<file path="src/rtl/conv_seq_pkg.sv">
// Shared types and sizing helpers for the convolution job sequencer.
// Build option CONV_SEQ_PERF_EN (see conv_job_sequencer) does not affect this package.
package conv_seq_pkg;

  typedef enum logic [1:0] {
    ST_IDLE  = 2'd0,
    ST_ISSUE = 2'd1,
    ST_WAIT  = 2'd2
  } state_e;

  localparam int WIN_BITS_DEF = 25;
  localparam int RES_W_DEF    = 2;

  function automatic int ptr_w(input int depth);
    return (depth > 1) ? $clog2(depth) : 1;
  endfunction

endpackage

</file>
<file path="src/rtl/conv_seq_fifo.sv">
// Generic synchronous FIFO (power-of-2 DEPTH) with full/empty/count status.
// Head entry is presented combinationally on rdata; storage is not reset.
module conv_seq_fifo
  import conv_seq_pkg::*;
#(
  parameter int WIDTH = 8,
  parameter int DEPTH = 4,
  localparam int PW = ptr_w(DEPTH),
  localparam int CW = PW + 1
) (
  input  logic             clk,
  input  logic             rst,
  input  logic             push,
  input  logic [WIDTH-1:0] wdata,
  input  logic             pop,
  output logic [WIDTH-1:0] rdata,
  output logic             full,
  output logic             empty,
  output logic [CW-1:0]    count
);

  logic [WIDTH-1:0] mem_q [DEPTH];
  logic [PW-1:0]    wr_ptr_q, wr_ptr_d;
  logic [PW-1:0]    rd_ptr_q, rd_ptr_d;
  logic [CW-1:0]    count_q, count_d;
  logic             push_ok, pop_ok;

  assign full    = (count_q == CW'(DEPTH));
  assign empty   = (count_q == '0);
  assign count   = count_q;
  assign rdata   = mem_q[rd_ptr_q];
  assign push_ok = push & ~full;
  assign pop_ok  = pop & ~empty;

  always_comb begin
    wr_ptr_d = wr_ptr_q;
    rd_ptr_d = rd_ptr_q;
    count_d  = count_q;
    if (push_ok) wr_ptr_d = wr_ptr_q + 1'b1;
    if (pop_ok)  rd_ptr_d = rd_ptr_q + 1'b1;
    case ({push_ok, pop_ok})
      2'b10:   count_d = count_q + 1'b1;
      2'b01:   count_d = count_q - 1'b1;
      default: count_d = count_q;
    endcase
  end

  always_ff @(posedge clk) begin
    if (rst) begin
      wr_ptr_q <= '0;
      rd_ptr_q <= '0;
      count_q  <= '0;
    end else begin
      wr_ptr_q <= wr_ptr_d;
      rd_ptr_q <= rd_ptr_d;
      count_q  <= count_d;
    end
  end

  always_ff @(posedge clk) begin
    if (push_ok) mem_q[wr_ptr_q] <= wdata;
  end

endmodule

</file>
<file path="src/rtl/conv_job_sequencer.sv">
// Feeds queued 5x5 binary convolution jobs to conv_top one at a time and queues results.
// Define CONV_SEQ_PERF_EN to build the engine-occupancy counter on o_perf_busy_cycles.
module conv_job_sequencer
  import conv_seq_pkg::*;
#(
  parameter int WIN_BITS  = WIN_BITS_DEF,
  parameter int RES_W     = RES_W_DEF,
  parameter int JOB_DEPTH = 4,
  parameter int RES_DEPTH = 4,
  parameter int CNT_W     = 32
) (
  input  logic                i_clk,
  input  logic                i_rst,
  input  logic                i_cfg_k_we,
  input  logic [WIN_BITS-1:0] i_cfg_k,
  output logic                o_cfg_err,
  input  logic                i_job_valid,
  input  logic [WIN_BITS-1:0] i_job_x,
  output logic                o_job_ready,
  output logic                o_res_valid,
  output logic [RES_W-1:0]    o_res,
  input  logic                i_res_ready,
  output logic                o_busy,
  output logic [CNT_W-1:0]    o_jobs_done,
  output logic [CNT_W-1:0]    o_perf_busy_cycles,
  output logic                o_eng_valid,
  output logic [WIN_BITS-1:0] o_eng_x,
  output logic [WIN_BITS-1:0] o_eng_k,
  input  logic                i_eng_ready,
  input  logic                i_eng_valid,
  input  logic [RES_W-1:0]    i_eng_conv,
  output logic                o_eng_ready
);

  localparam int JCW = ptr_w(JOB_DEPTH) + 1;
  localparam int RCW = ptr_w(RES_DEPTH) + 1;

  state_e              state_q, state_d;
  logic [WIN_BITS-1:0] kernel_q, kernel_d;
  logic                cfg_err_q, cfg_err_d;
  logic [CNT_W-1:0]    jobs_done_q, jobs_done_d;

  logic                job_push, job_pop, job_full, job_empty;
  logic [JCW-1:0]      job_count;
  logic [WIN_BITS-1:0] job_head;
  logic                res_push, res_pop, res_full, res_empty;
  logic [RCW-1:0]      res_count;
  logic [RES_W-1:0]    res_head;
  logic                inflight, credit, k_we_ok;
  logic [RCW:0]        occupancy;

  assign job_push = i_job_valid & o_job_ready;
  assign job_pop  = o_eng_valid & i_eng_ready;
  assign res_push = o_eng_ready & i_eng_valid;
  assign res_pop  = o_res_valid & i_res_ready;

  conv_seq_fifo #(.WIDTH(WIN_BITS), .DEPTH(JOB_DEPTH)) u_job_fifo (
    .clk(i_clk), .rst(i_rst), .push(job_push), .wdata(i_job_x), .pop(job_pop),
    .rdata(job_head), .full(job_full), .empty(job_empty), .count(job_count)
  );

  conv_seq_fifo #(.WIDTH(RES_W), .DEPTH(RES_DEPTH)) u_res_fifo (
    .clk(i_clk), .rst(i_rst), .push(res_push), .wdata(i_eng_conv), .pop(res_pop),
    .rdata(res_head), .full(res_full), .empty(res_empty), .count(res_count)
  );

  // Queued results plus the one outstanding job must fit in the result FIFO,
  // so the engine's output handshake never has to be throttled.
  assign inflight  = (state_q != ST_IDLE);
  assign occupancy = {1'b0, res_count} + {{RCW{1'b0}}, inflight};
  assign credit    = ~res_full & (occupancy < (RCW+1)'(RES_DEPTH));
  assign k_we_ok   = (state_q == ST_IDLE) & job_empty;

  always_comb begin
    state_d     = state_q;
    kernel_d    = kernel_q;
    cfg_err_d   = cfg_err_q;
    jobs_done_d = jobs_done_q + CNT_W'(res_push);
    case (state_q)
      ST_IDLE:  if (!job_empty && credit) state_d = ST_ISSUE;
      ST_ISSUE: if (i_eng_ready) state_d = ST_WAIT;
      ST_WAIT:  if (i_eng_valid) state_d = ST_IDLE;
      default:  state_d = ST_IDLE;
    endcase
    if (i_cfg_k_we) begin
      if (k_we_ok) kernel_d  = i_cfg_k;
      else         cfg_err_d = 1'b1;
    end
  end

  always_ff @(posedge i_clk) begin
    if (i_rst) begin
      state_q     <= ST_IDLE;
      kernel_q    <= '0;
      cfg_err_q   <= 1'b0;
      jobs_done_q <= '0;
    end else begin
      state_q     <= state_d;
      kernel_q    <= kernel_d;
      cfg_err_q   <= cfg_err_d;
      jobs_done_q <= jobs_done_d;
    end
  end

`ifdef CONV_SEQ_PERF_EN
  logic [CNT_W-1:0] perf_q, perf_d;

  assign perf_d = perf_q + CNT_W'(inflight);

  always_ff @(posedge i_clk) begin
    if (i_rst) perf_q <= '0;
    else       perf_q <= perf_d;
  end

  assign o_perf_busy_cycles = perf_q;
`else
  assign o_perf_busy_cycles = '0;
`endif

  // Engine-side strobes decode registered state only; data is gated to zero
  // outside ISSUE so nothing stale leaks out after reset.
  assign o_eng_valid = (state_q == ST_ISSUE);
  assign o_eng_ready = (state_q == ST_WAIT);
  assign o_eng_x     = o_eng_valid ? job_head : '0;
  assign o_eng_k     = o_eng_valid ? kernel_q : '0;

  assign o_job_ready = ~job_full;
  assign o_res_valid = ~res_empty;
  assign o_res       = res_empty ? '0 : res_head;
  assign o_busy      = inflight | (job_count != '0);
  assign o_cfg_err   = cfg_err_q;
  assign o_jobs_done = jobs_done_q;

endmodule

</file>
<file path="config.mk">
export PLATFORM = sky130hd
export DESIGN_NAME = conv_job_sequencer
export DESIGN_NICKNAME = d
export VERILOG_FILES = /design/src/rtl/conv_seq_pkg.sv /design/src/rtl/conv_seq_fifo.sv /design/src/rtl/conv_job_sequencer.sv
export SDC_FILE = /design/constraint.sdc
export NUM_CORES = 1
export LEC_CHECK = 0
export CAP_MARGIN = 30
export CELL_PAD_IN_SITES_DETAIL_PLACEMENT = 2
export CELL_PAD_IN_SITES_GLOBAL_PLACEMENT = 2
export CORE_MARGIN = 3
export CORE_UTILIZATION = 30
export DETAILED_ROUTE_END_ITERATION = 16
export GPL_TIMING_DRIVEN = 0
export HOLD_SLACK_MARGIN = 0.12
export PLACE_DENSITY = 0.82
export SYNTH_ARGS = -nofsm -noshare
export SYNTH_HDL_FRONTEND = slang
export SYNTH_SLANG_ARGS = --single-unit
</file>
<file path="constraint.sdc">
create_clock -name i_clk -period 2.2 [get_ports i_clk]
set_clock_uncertainty 0.1 [all_clocks]
set_input_delay 0.33 -clock i_clk [delete_from_list [all_inputs] [get_ports i_clk]]
set_output_delay 0.33 -clock i_clk [all_outputs]
set_load 0.005 [all_outputs]
</file>
==> impl_metrics.ini <==
[worst_setup_path]
path_buf_inv = 4
cp_max_fo = 3
path_class = reg2out
path_delay_family = multiplexers
cp.arrival_ns = 1.91
slowest_stage = mux4_2
reg2reg_slack_ns = -0.12
required_ns = 1.77
cpPeakStageDelay_ns = 0.50
path_cells = buf_12 -> buf_6 -> buf_6 -> mux4_2 -> and2_4 -> buf_6
endpoint_kind = output port
r2r-end = o_jobs_done[24]
ff2ff_path_depth = 9
startpoint_type = flip-flop
cp_common_cell = buf_6
r2r_start = state_q[0]

[floorplanning]
fp.dieH_um = 168
start_util_pct = 30.8
core_area_um2 = 25500
io_pins = 181
die_width_um = 168
row_count = 58
dieArea_um2 = 28200

[logic_synthesis]
seq_area_frac_synth_pct = 61.2
netlist_top_cells_area = edfxtp_1 41%, dfxtp_1 20%, mux4_2 7.7%
synth-edff-count = 108
avgSynthCellArea_um2 = 13.1
ys_ff_latch = 186
yosysTopAreaCellShare_pct = 41.3
yosys_warnings = 0
synth_area_um2 = 7850
yosysUniqueCellTypes = 38
yosysTopAreaCell = edfxtp_1
netlist_instances = 600
synthArstFlopShare_pct = 0
synth_ff_type = edfxtp_1

[timing]
rsz0062_at_grt = true
slew_violations = 0
finalCritPeriodShare_pct = 106
finalSetupTns_ns = -2.12
slew_headroom_pct = 47.3
period_minus_slack_ns = 2.34
hold_viol = 0
fmax_ghz = 0.427
setup_violations = 28
worstMarginPinSlew_ns = 0.790
finalWorstSetupSlack_ns = -0.142

[grt]
grtUsageTotal_pct = 17.1
grt_overflow_total = 0
grt_pass1_wl_um = 37300
antenna_found_initial = 1
grt_pass1_vias = 6242
grt_start_max_net_pins = 19

[final_layout]
final_util_pct = 44.7
fin_cells = 1181
area_growth_pct = 45.0
drive_gt1_share_pct = 31.5
fin_nets = 911

[clock_network]
cts_buffer_depth = 2
insertion_delay_ns = 0.43
ctsRootBufferMaster = clkbuf_16
htreeDepth = 4
cts.sinks = 186
path_clk_slew_ns = 0.07
cts_inserted_buffers = 17
cts_tree = built

[routing]
drt_iter0_drc = 357
firstDrtPassIters = 4
viasPerCell = 4.70
wl_per_cell_um = 20.6
vias = 5545
drc = 0
wl_um = 24300
drt.antenna.violating_nets = 0

[placed_design]
place_congestion = 0.709
port_buffers = 148
place_inst = 1113
place_hpwl_um = 16500

[run_status]
status = finished with violations
violations = setup timing

[worst_hold_path]
hold_path_startpoint = i_eng_valid
hp-class = in2reg
min_path_cells = 4
hold_end = state_q[1]

[pwr]
power.leakage_nw = 4.34
cellPowerDensity_nw_per_um2 = 827
irDropWorstVdd_v = 0.000481
p_total_w = 0.00941

[flow_run]
drv_cap = 0
## worst reg2reg max path, stage by stage (launching register included)
cell      delay [ns]
dfxtp_4         0.35
nand3b_1        0.18
inv_2           0.09
ha_4            0.16
ha_4            0.15
nand4_1         0.18
or3_4           0.47
buf_6           0.14
or3_4           0.32
a21oi_2         0.12
## layer usage
layer  up-vias  wire (um)  part of all wire (%)  track usage (%)
met4         2        357                   1.5             4.48
met3        26       1160                   4.8             3.80
met2       154      13100                    54             31.2
met1      2791       9630                    40             20.4
li1       2572          -                     -                -
met5         -         13                 0.054                0
## worst max-delay path by stage
stage / from / to / slack [ns] / cells past startpoint
floorplan: state_q[0] / u_job_fifo.count[2] / -0.08 / 9
global placement: i_eng_valid / o_jobs_done[30] / -0.83 / 9
detailed placement: i_eng_valid / o_jobs_done[22] / -0.90 / 9
CTS: flip-flop / o_eng_x[9] / -0.21 / 5
global route: state_q[0] / o_jobs_done[24] / -0.21 / 9
finish: flip-flop / o_eng_x[24] / -0.14 / 6
## what timing repair did
action / in CTS / in global routing
setup endpoints to repair: 95 / 83
hold buffers: 0 / 0
buffers inserted: 32 / 6
cloned: 4 / 0
resized for setup: 265 / 64
pin swaps: 40 / 20
## power by group
group | internal, W | switching [W] | total (W)
Clock | 0.00161 | 0.00148 | 0.00309
Sequential | 0.00393 | 0.000114 | 0.00404
Combinational | 0.00132 | 0.000962 | 0.00228
Total | 0.00686 | 0.00256 | 0.00941
## sequential cells by signal (all words and copies together) (netlist names), named ones only
register	count
u_res_fifo.mem_q	8
u_job_fifo.mem_q	100
u_job_fifo.count	3
u_res_fifo.wr_ptr_q	2
u_job_fifo.wr_ptr_q	2
u_job_fifo.rd_ptr_q	2
o_jobs_done	32
state_q	2
o_cfg_err	1
u_res_fifo.count	3
kernel_q	25
u_res_fifo.rd_ptr_q	2
## synthesized netlist by cell type (10+ instances only)
cell,count
edfxtp_1,108
dfxtp_1,78
and2_1,60
nor2_1,58
buf_4,32
mux4_2,27
mux2i_1,26
a21oi_1,23
clkbuf_1,16
inv_1,15
nand2_1,15
or3_1,15
xor2_1,13
ha_1,12
nand4_1,10
o21ai_0,10
## placed cells by master (no fill, tap or decap), drive strengths merged, types with 15 or more instances in the layout
cell,instances
nor2,58
buf,111
mux4,27
clkdlybuf4s50,92
inv,24
nand2,15
or3,15
clkbuf,37
edfxtp,108
conb,32
mux2i,26
and2,60
dfxtp,78
a21oi,23
## stage by stage
step / hold WS [ns] / cell area [um2] / setup slack (ns)
finish: 0.362 / 11400 / -0.142
detailed placement: 0.379 / 9970 / -0.897
global placement: 0.361 / 9880 / -0.827
global route: 0.407 / 11400 / -0.208
floorplan: 0.329 / 7990 / -0.0785
CTS: 0.321 / 11200 / -0.213
## area by class of cell
cell class	instances	area, um2
flip-flops and latches	186	4830
plain buffers	54	469
inverters	15	58.8
multi-input cells	372	3090
fillers	2514	14100
repair buffers	192	1950
well taps	330	413
clock inverters	14	153
diodes	1	2.50
clock buffers	17	425
## cell families (layout without fill, tap and decap cells)
kind of cell	count (synthesis)	after routing	synth area share [%]
AO/OA/AOI/OAI	43	43	3.06
XOR/XNOR	22	22	2.45
adder cells (fa/ha/maj)	14	14	2.42
buffers and inverters	73	292	5.11
flip-flops	186	186	61.2
multiplexers	55	55	11.3
other	1	33	0.0477
AND/OR/NAND/NOR	206	206	14.4
(Power assumes the default switching activity.)
